--- src/rtl/if_layer_tm.sv ---
// Time-multiplexed integrate-and-fire layer.
// NUM_OUTPUTS neurons share one update datapath. Each neuron is fully
// connected to NUM_INPUTS spike lines through a runtime-writable signed
// weight array. One neuron is updated per clock. A timestep is started with
// a valid/ready handshake and ends with a one-cycle spike_valid pulse.
module if_layer_tm #(
  parameter int NUM_INPUTS  = 4,
  parameter int NUM_OUTPUTS = 4,
  parameter int WEIGHT_SIZE = 8,
  parameter int POT_SIZE    = 16,
  parameter int THRESH      = 4,
  parameter int RESET       = 0,
  parameter int REFRAC      = 0,
  parameter int LEAK        = 0,
  localparam int ADDR_W     = ((NUM_INPUTS * NUM_OUTPUTS) > 1) ?
                              $clog2(NUM_INPUTS * NUM_OUTPUTS) : 1
) (
  input  logic                   clk,
  input  logic                   rst,
  input  logic                   step_valid,
  output logic                   step_ready,
  input  logic [NUM_INPUTS-1:0]  spike_in,
  output logic [NUM_OUTPUTS-1:0] spike_out,
  output logic                   spike_valid,
  input  logic                   w_en,
  input  logic [ADDR_W-1:0]      w_addr,
  input  logic [WEIGHT_SIZE-1:0] w_data
);

  localparam int IDX_W      = (NUM_OUTPUTS > 1) ? $clog2(NUM_OUTPUTS) : 1;
  localparam int REF_W      = (REFRAC > 0) ? $clog2(REFRAC + 1) : 1;
  // Wide enough for the potential plus every weight at once and the leak,
  // so the raw sum can never wrap before saturation.
  localparam int SUM_BASE_W = (POT_SIZE > WEIGHT_SIZE) ? POT_SIZE : WEIGHT_SIZE;
  localparam int ACC_W      = SUM_BASE_W + $clog2(NUM_INPUTS) + 2;

  localparam logic [IDX_W-1:0] IDX_LAST = IDX_W'(NUM_OUTPUTS - 1);

  localparam logic signed [ACC_W-1:0] POT_MAX_ACC =
    {{(ACC_W - POT_SIZE + 1){1'b0}}, {(POT_SIZE - 1){1'b1}}};
  localparam logic signed [ACC_W-1:0] POT_MIN_ACC =
    {{(ACC_W - POT_SIZE + 1){1'b1}}, {(POT_SIZE - 1){1'b0}}};
  localparam logic signed [ACC_W-1:0]    LEAK_ACC   = ACC_W'(LEAK);
  localparam logic signed [POT_SIZE-1:0] THRESH_POT = POT_SIZE'(THRESH);
  localparam logic signed [POT_SIZE-1:0] RESET_POT  = POT_SIZE'(RESET);
  localparam logic [REF_W-1:0]           REFRAC_CNT = REF_W'(REFRAC);

  typedef enum logic [1:0] {
    IDLE   = 2'd0,
    UPDATE = 2'd1,
    DONE   = 2'd2
  } state_t;

  state_t                  state;
  logic [IDX_W-1:0]        idx;
  logic [NUM_INPUTS-1:0]   in_lat;
  logic [NUM_OUTPUTS-1:0]  scratch;

  logic signed [WEIGHT_SIZE-1:0] weights [NUM_OUTPUTS][NUM_INPUTS];
  logic signed [POT_SIZE-1:0]    pot     [NUM_OUTPUTS];
  logic [REF_W-1:0]              refrac  [NUM_OUTPUTS];

  logic signed [POT_SIZE-1:0] pot_cur;
  logic [REF_W-1:0]           ref_cur;
  logic signed [ACC_W-1:0]    acc;
  logic signed [POT_SIZE-1:0] sat_sum;
  logic signed [POT_SIZE-1:0] pot_nxt;
  logic [REF_W-1:0]           ref_nxt;
  logic                       fire;
  logic [NUM_OUTPUTS-1:0]     spikes_nxt;

  function automatic logic signed [ACC_W-1:0] ext_pot(
    input logic signed [POT_SIZE-1:0] v);
    return {{(ACC_W - POT_SIZE){v[POT_SIZE-1]}}, v};
  endfunction

  function automatic logic signed [ACC_W-1:0] ext_w(
    input logic signed [WEIGHT_SIZE-1:0] v);
    return {{(ACC_W - WEIGHT_SIZE){v[WEIGHT_SIZE-1]}}, v};
  endfunction

  // Clamp the wide sum to the signed potential range.
  function automatic logic signed [POT_SIZE-1:0] sat_pot(
    input logic signed [ACC_W-1:0] v);
    logic signed [POT_SIZE-1:0] r;
    if (v > POT_MAX_ACC)
      r = POT_MAX_ACC[POT_SIZE-1:0];
    else if (v < POT_MIN_ACC)
      r = POT_MIN_ACC[POT_SIZE-1:0];
    else
      r = v[POT_SIZE-1:0];
    return r;
  endfunction

  // Shared neuron update for the neuron selected by idx.
  always_comb begin
    pot_cur = pot[idx];
    ref_cur = refrac[idx];
    acc     = ext_pot(pot_cur);
    for (int i = 0; i < NUM_INPUTS; i++) begin
      if (in_lat[i])
        acc = acc + ext_w(weights[idx][i]);
    end
    acc     = acc - LEAK_ACC;
    sat_sum = sat_pot(acc);

    fire    = 1'b0;
    pot_nxt = sat_sum;
    ref_nxt = ref_cur;
    if (ref_cur != '0) begin
      // Refractory neurons ignore inputs and leak and sit at the reset level.
      ref_nxt = ref_cur - REF_W'(1);
      pot_nxt = RESET_POT;
    end else if (sat_sum >= THRESH_POT) begin
      fire    = 1'b1;
      pot_nxt = RESET_POT;
      ref_nxt = REFRAC_CNT;
    end

    spikes_nxt      = scratch;
    spikes_nxt[idx] = fire;
  end

  // Step sequencing, handshake and registered spike outputs.
  always_ff @(posedge clk or negedge rst) begin
    if (!rst) begin
      state       <= IDLE;
      idx         <= '0;
      in_lat      <= '0;
      scratch     <= '0;
      spike_out   <= '0;
      spike_valid <= 1'b0;
      step_ready  <= 1'b1;
    end else begin
      case (state)
        IDLE: begin
          spike_valid <= 1'b0;
          if (step_valid && step_ready) begin
            in_lat     <= spike_in;
            idx        <= '0;
            scratch    <= '0;
            step_ready <= 1'b0;
            state      <= UPDATE;
          end
        end
        UPDATE: begin
          scratch <= spikes_nxt;
          if (idx == IDX_LAST) begin
            // Publish on the last update so the result is visible in DONE.
            spike_out   <= spikes_nxt;
            spike_valid <= 1'b1;
            state       <= DONE;
          end else begin
            idx <= idx + IDX_W'(1);
          end
        end
        DONE: begin
          spike_valid <= 1'b0;
          step_ready  <= 1'b1;
          state       <= IDLE;
        end
        default: begin
          spike_valid <= 1'b0;
          step_ready  <= 1'b1;
          state       <= IDLE;
        end
      endcase
    end
  end

  // Neuron state and weight storage; a write lands after the current update reads.
  always_ff @(posedge clk or negedge rst) begin
    if (!rst) begin
      for (int o = 0; o < NUM_OUTPUTS; o++) begin
        pot[o]    <= RESET_POT;
        refrac[o] <= '0;
        for (int i = 0; i < NUM_INPUTS; i++)
          weights[o][i] <= '0;
      end
    end else begin
      // Addresses beyond the array match no entry and are dropped.
      for (int o = 0; o < NUM_OUTPUTS; o++) begin
        for (int i = 0; i < NUM_INPUTS; i++) begin
          if (w_en && (w_addr == ADDR_W'(o * NUM_INPUTS + i)))
            weights[o][i] <= w_data;
        end
      end
      if (state == UPDATE) begin
        pot[idx]    <= pot_nxt;
        refrac[idx] <= ref_nxt;
      end
    end
  end

endmodule

--- config.mk ---
export PLATFORM = sky130hd
export DESIGN_NAME = if_layer_tm
export DESIGN_NICKNAME = d
export VERILOG_FILES = /design/src/rtl/if_layer_tm.sv
export SDC_FILE = /design/constraint.sdc
export NUM_CORES = 1
export LEC_CHECK = 0
export ABC_AREA = 1
export CAP_MARGIN = 20
export CORE_MARGIN = 4
export CORE_UTILIZATION = 55
export CTS_BUF_LIST = sky130_fd_sc_hd__clkbuf_8
export CTS_CLUSTER_DIAMETER = 50
export DETAILED_ROUTE_END_ITERATION = 7
export PLACE_DENSITY_LB_ADDON = 0.2
export SYNTH_ARGS = -nofsm -noshare
export SYNTH_HDL_FRONTEND = slang
export SYNTH_SLANG_ARGS = --single-unit
--- constraint.sdc ---
create_clock -name clk -period 18.7 [get_ports clk]
set_clock_uncertainty 0.15 [all_clocks]
set_input_delay 4.675 -clock clk [delete_from_list [all_inputs] [get_ports clk]]
set_output_delay 4.675 -clock clk [all_outputs]
set_load 0.05 [all_outputs]
==> out/results.ini, run 1 <==
[final_layout]
fillers = 2297
seq_area_um2 = 5230
area_growth_pct = 9.37
final_area_um2 = 15200
drive_gt1_frac = 0.0574
multi_input_area_um2 = 7720
nets = 2077

[clock_network]
htreeDepth = 2
post_cts_resized = 0
cts_tree = done
numCtsBuffers = 39
clk_latency_ns = 0.54
ctsHoldBuffers = 0
clk_pin_slew_worst_paths_ns = 0.06
clockRootBuffer = clkbuf_8
clkSinkCount = 209
cts_max_path_buffers = 3
post_cts_buffers = 0

[placed_design]
dp.final_hpwl_um = 28400
dpl-instance-area_um2 = 14200
gp_congestion = 0.974
portBuffers = 25
place_worst_setup_slack_ns = 8.92

[synth]
yosysUniqueCellTypes = 48
netlist_area_um2 = 13900
ys_ff_latch = 209
syn-num-nets = 2077
netlist_instances = 1978
synth_seq_area_share = 0.377
syn-mean-instance-area_um2 = 7.02
synth_warnings = 0

[detailed_routing]
first_pass_iters = 7
drt_iter0_markers = 1453
finalWirelength_um = 39600
vias = 13400
vias_per_cell = 5.77
ant_nets = 0
routedWlPerCell_um = 17.0
drc = 0

[global_routing]
grt_pass1_vias = 12400
grt_pass1_wl_um = 64600
grt.total_usage = 0.280
overflow = 0
grt_start_max_net_pins = 83
grt_antenna_before_repair = 0

[sta]
hold_viol_final = 0
whs_ns = 0.323
finalCriticalPeriod_ns = 9.96
rsz0062_at_grt = no
finalSetupViolCount = 0
worstMarginPinSlew_ns = 1.05
fin_tns_setup_ns = 0
max_freq_ghz = 0.100
drv_slew = 0
setup_slack_ns = 8.74
maxSlewHeadroom = 0.299
fin_crit_sh = 0.532

[floorplan]
dieArea_um2 = 27900
fp-row-count = 57
core_um2 = 24600
ioPinCount = 26
die_w_um = 167
initial_utilization = 0.564
dieHeight_um = 167

[worst_setup_path]
ff2ff_path_depth = 48
cp_max_fo = 62
cp_top_family = simple AND/OR/NAND/NOR gates
critical_path.slowest_cell = buf_4
required_ns = 18.98
critPathMaxStageDelay_ns = 0.66
cp-end-kind = register
cp_common_cell = nand2_1
r2r_end = pot[54]
reg2reg_slack_ns = 8.74
critPathArrivalTime_ns = 10.24
cp.buffers_inverters = 5
worstSetupPathType = register to register
start_kind = register
timing.rr.start = idx[0]

[outcome]
status = finished clean

[run]
cap_violations = 0

[hold_path]
hp-class = register to register
worst_hold_startpoint = scratch[0]
whs_path_depth = 2
whs_endpoint = scratch[0]

==> logic make-up after synthesis <==
group,Yosys count,synth area share
AND/OR/NAND/NOR,938,0.277
AO/OA/AOI/OAI,483,0.185
buffers and inverters,235,0.0672
flip-flops,209,0.377
adder cells (fa/ha/maj),79,0.0733
XOR/XNOR,34,0.0214
==> synthesized netlist by cell type, drive strengths merged <==
cell | n | area, um^2
nor3 | 9 | 45.0
clkinv | 3 | 11.3
a21o | 12 | 90.1
nor2 | 200 | 753
o22ai | 24 | 150
and3 | 1 | 6.26
nand4 | 14 | 87.6
a2111oi | 1 | 8.76
xor2 | 15 | 131
or2 | 9 | 56.3
a21boi | 2 | 15.0
a211oi | 2 | 15.0
ha | 75 | 938
a32o | 2 | 20.0
buf | 17 | 115
a31oi | 8 | 50.1
o21bai | 6 | 48.8
a32oi | 4 | 35.0
o21ai | 271 | 1360
and2 | 11 | 68.8
inv | 148 | 556
nand3b | 1 | 7.51
dfrtp | 208 | 5200
a21oi | 145 | 726
nand3 | 130 | 656
nor4 | 3 | 18.8
fa | 4 | 80.1
a31o | 1 | 8.76
dfstp | 1 | 26.3
o31ai | 4 | 30.0
clkbuf | 67 | 251
xnor2 | 19 | 166
nand2 | 560 | 2140
o41ai | 1 | 8.76
==> sequential cells by signal (all words and copies together), names as in the netlist <==
name         flops
step_ready       1
idx              2
weights        128
scratch          3
spike_valid      1
in_lat           4
state            2
spike_out        4
pot             64
==> final cells by class <==
| type | instances | area share |
|---|---|---|
| antenna | 1 | 0.000165 |
| clock buffer | 47 | 0.0426 |
| clock inverter | 21 | 0.00898 |
| inverter | 151 | 0.0373 |
| multi-input combinational | 1534 | 0.508 |
| sequential | 209 | 0.344 |
| tap | 324 | 0.0267 |
| timing repair buffer | 43 | 0.0313 |
==> stage by stage <==
stage | utilization | cells
floorplan | - | 1978
global placement | 0.579 | 2251
detailed placement | 0.579 | 2251
CTS | 0.611 | 2319
global route | 0.617 | 2329
finish | 0.617 | 2330
==> routing by layer <==
layer | GRT usage | vias up | wire (um)
met1 | 0.412 | 6287 | 17800
met3 | 0.0374 | 79 | 2910
met5 | 0 | - | 0
met2 | 0.437 | 494 | 17900
li1 | - | 6576 | -
met4 | 0.0786 | 0 | 1020
==> layout by cell type (no fill, tap or decap), drive strengths merged, types with 3 or more instances in the layout <==
cell	instances
o21bai	6
clkbuf	49
fa	4
inv	161
nor2	200
o31ai	4
nand2	560
a31oi	8
a21oi	145
o22ai	24
a32oi	4
clkinvlp	3
nor3	9
nor4	3
ha	75
nand3	130
and2	11
or2	9
nand4	14
buf	17
clkdlybuf4s50	24
xnor2	19
o21ai	271
xor2	15
a21o	12
dfrtp	208
clkinv	7
==> worst max path at each step <==
stage / startpoint / to / slack, ns / depth (start not counted)
2_1_floorplan: idx[0] / spike_out[0] / 10.59 / 56
3_3_place_gp: idx[0] / pot[3] / 9.02 / 48
3_5_place_dp: idx[0] / pot[2] / 8.92 / 48
4_1_cts: idx[0] / pot[6] / 8.89 / 48
5_1_grt: idx[0] / pot[37] / 7.84 / 48
6_report: idx[0] / pot[54] / 8.74 / 48
==> worst reg2reg max path, delay by kind of cell (launching register included) <==
kind	cells	cell delay, ns
xor gates and xnor gates	1	0.17
buffers and inverters	5	1.39
and+or+nand+nor	25	3.15
adders and majority gates	4	1.49
DFF	1	0.49
AOI/OAI and AO/OA	13	3.03
Power of run 1 is not shown: default switching activity piles up to over one toggle a cycle in this logic, so the estimate is an artifact.
==> run 2: changes to the inputs <==
Clock period 18.7 ns to 9.6 ns, I/O delays scaled along.
==> out/results.ini, run 2 (synthesis results as in run 1) <==
[sta]
finalCriticalPeriod_ns = 8.75  ; was 9.96 ns
hold_viol_final = 0  ; unchanged
maxSlewHeadroom = 0.255  ; was 0.299
drv_slew = 0  ; unchanged
finalSetupViolCount = 0  ; unchanged
fin_crit_sh = 0.911  ; was 0.532
rsz0062_at_grt = no  ; unchanged
max_freq_ghz = 0.114  ; was 0.100 GHz
fin_tns_setup_ns = 0  ; unchanged
worstMarginPinSlew_ns = 1.11  ; was 1.05 ns

[worst_setup_path]
critPathArrivalTime_ns = 9.04  ; was 10.24 ns
startpoint = idx[1]  ; was idx[0]
critPathMaxStageDelay_ns = 0.46  ; was 0.66 ns
cp_common_cell = nand2_1  ; unchanged
start_kind = register  ; unchanged
critical_path.slowest_cell = nor4_1  ; was buf_4
worstSetupPathType = register to register  ; unchanged
timing.rr.start = idx[1]  ; was idx[0]
cp-end-kind = register  ; unchanged
ff2ff_path_depth = 50  ; was 48
cp_max_fo = 29  ; was 62
required_ns = 9.89  ; was 18.98 ns

[final_layout]
nets = 2075  ; was 2077
area_growth_pct = 9.50  ; was 9.37%
max_flop_register = weights  ; unchanged
largest_reg_flops = 128  ; unchanged
reg_top3 = weights (128), pot (64)  ; unchanged
layout_commonest_cell = nand2_1  ; unchanged
drive_gt1_frac = 0.0598  ; was 0.0574
final_cell_mix = nand2_1, o21ai_0, dfrtp_1  ; unchanged

[floorplan]
die_w_um = 167  ; unchanged
dieArea_um2 = 27900  ; unchanged
dieHeight_um = 167  ; unchanged
initial_utilization = 0.564  ; unchanged
core_um2 = 24600  ; unchanged
fp-row-count = 57  ; unchanged
ioPinCount = 26  ; unchanged

[detailed_routing]
vias_per_cell = 5.76  ; was 5.77
first_pass_iters = 8  ; was 7
vias = 13400  ; about the same
finalWirelength_um = 40000  ; was 39600 um
drc = 0  ; unchanged
drt_iter0_markers = 1331  ; was 1453
ant_nets = 0  ; unchanged
routedWlPerCell_um = 17.2  ; was 17.0 um

[clock_network]
clk_latency_ns = 0.56  ; was 0.54 ns
clockRootBuffer = clkbuf_8  ; unchanged
htreeDepth = 2  ; unchanged
clkSinkCount = 209  ; unchanged
post_cts_buffers = 0  ; unchanged
cts_tree = done  ; unchanged
clk_pin_slew_worst_paths_ns = 0.06  ; about the same
cts_max_path_buffers = 3  ; unchanged
numCtsBuffers = 39  ; unchanged

[hold_path]
whs_path_depth = 2  ; unchanged
worst_hold_startpoint = weights[5]  ; was scratch[0]
hp-class = register to register  ; unchanged

[placed_design]
gp_congestion = 0.966  ; was 0.974
portBuffers = 25  ; unchanged
dp.final_hpwl_um = 28500  ; was 28400 um

[global_routing]
overflow = 0  ; unchanged
grt_pass1_wl_um = 64300  ; was 64600 um
grt.total_usage = 0.281  ; was 0.280
grt_antenna_before_repair = 0  ; unchanged
grt_pass1_vias = 12200  ; was 12400
grt_start_max_net_pins = 131  ; was 83

[run]
cap_violations = 0  ; unchanged

[outcome]
status = finished clean  ; unchanged

## run 2: cell types whose count changed in the layout (fill, tap and decap cells not counted), sizes merged
cell / before / now
clkinv: 7 / 8
inv: 161 / 160
clkbuf: 49 / 52
clkinvlp: 3 / 4
buf: 17 / 14
## run 2: stage by stage
step                      hold slack [ns]  utilization  setup slack [ns]  cells  instance area, um^2
after floorplan                     0.291            -              1.49   1978                13900
after global placement              0.305        0.580             0.922   2254                14300
after detailed placement            0.314        0.580             0.912   2254                14300
after CTS                           0.331        0.614             0.857   2325                15100
after global routing                0.358        0.618            0.0344   2330                15200
final                               0.330        0.618             0.855   2331                15200
## run 2: cell type report
class,instances,area (um^2)
inverter,151,569
tap,324,405
fill,2274,9400
antenna,1,2.50
multi-input combinational,1534,7730
sequential,209,5230
clock buffer,49,674
timing repair buffer,41,439
clock inverter,22,150
## run 2: critical path, delay by kind of cell, from the launching register on
| family | cells | cell delay [ns] |
|---|---|---|
| and+or+nand+nor | 30 | 3.89 |
| AOI/OAI and AO/OA | 9 | 1.80 |
| adders and majority gates | 4 | 1.33 |
| buffers and inverters | 5 | 0.73 |
| DFF | 1 | 0.41 |
| xor gates and xnor gates | 2 | 0.30 |
## run 2: layer usage
layer / up-vias / global-route usage / wire (um)
li1: 6553 / - / -
met1: 6336 / 0.414 / 18400
met2: 463 / 0.431 / 17800
met3: 67 / 0.0455 / 2640
met4: 0 / 0.0847 / 1070
met5: - / 0 / 0
## run 2: repair_timing
item	CTS	global route
setup endpoints to repair	0	66
resized for setup	0	8
hold buffers	0	0
## run 2: worst paths after layout
kind	endpoint	slack [ns]
worst max-delay path	pot[4]	0.85
worst min-delay path	weights[5]	0.33
worst max register to register	pot[4]	0.85
worst min register to register	weights[5]	0.33
max in group asynchronous	pot[39]	6.48
min in group asynchronous	weights[61]	1.56
Power of run 2 is left out for the same reason.
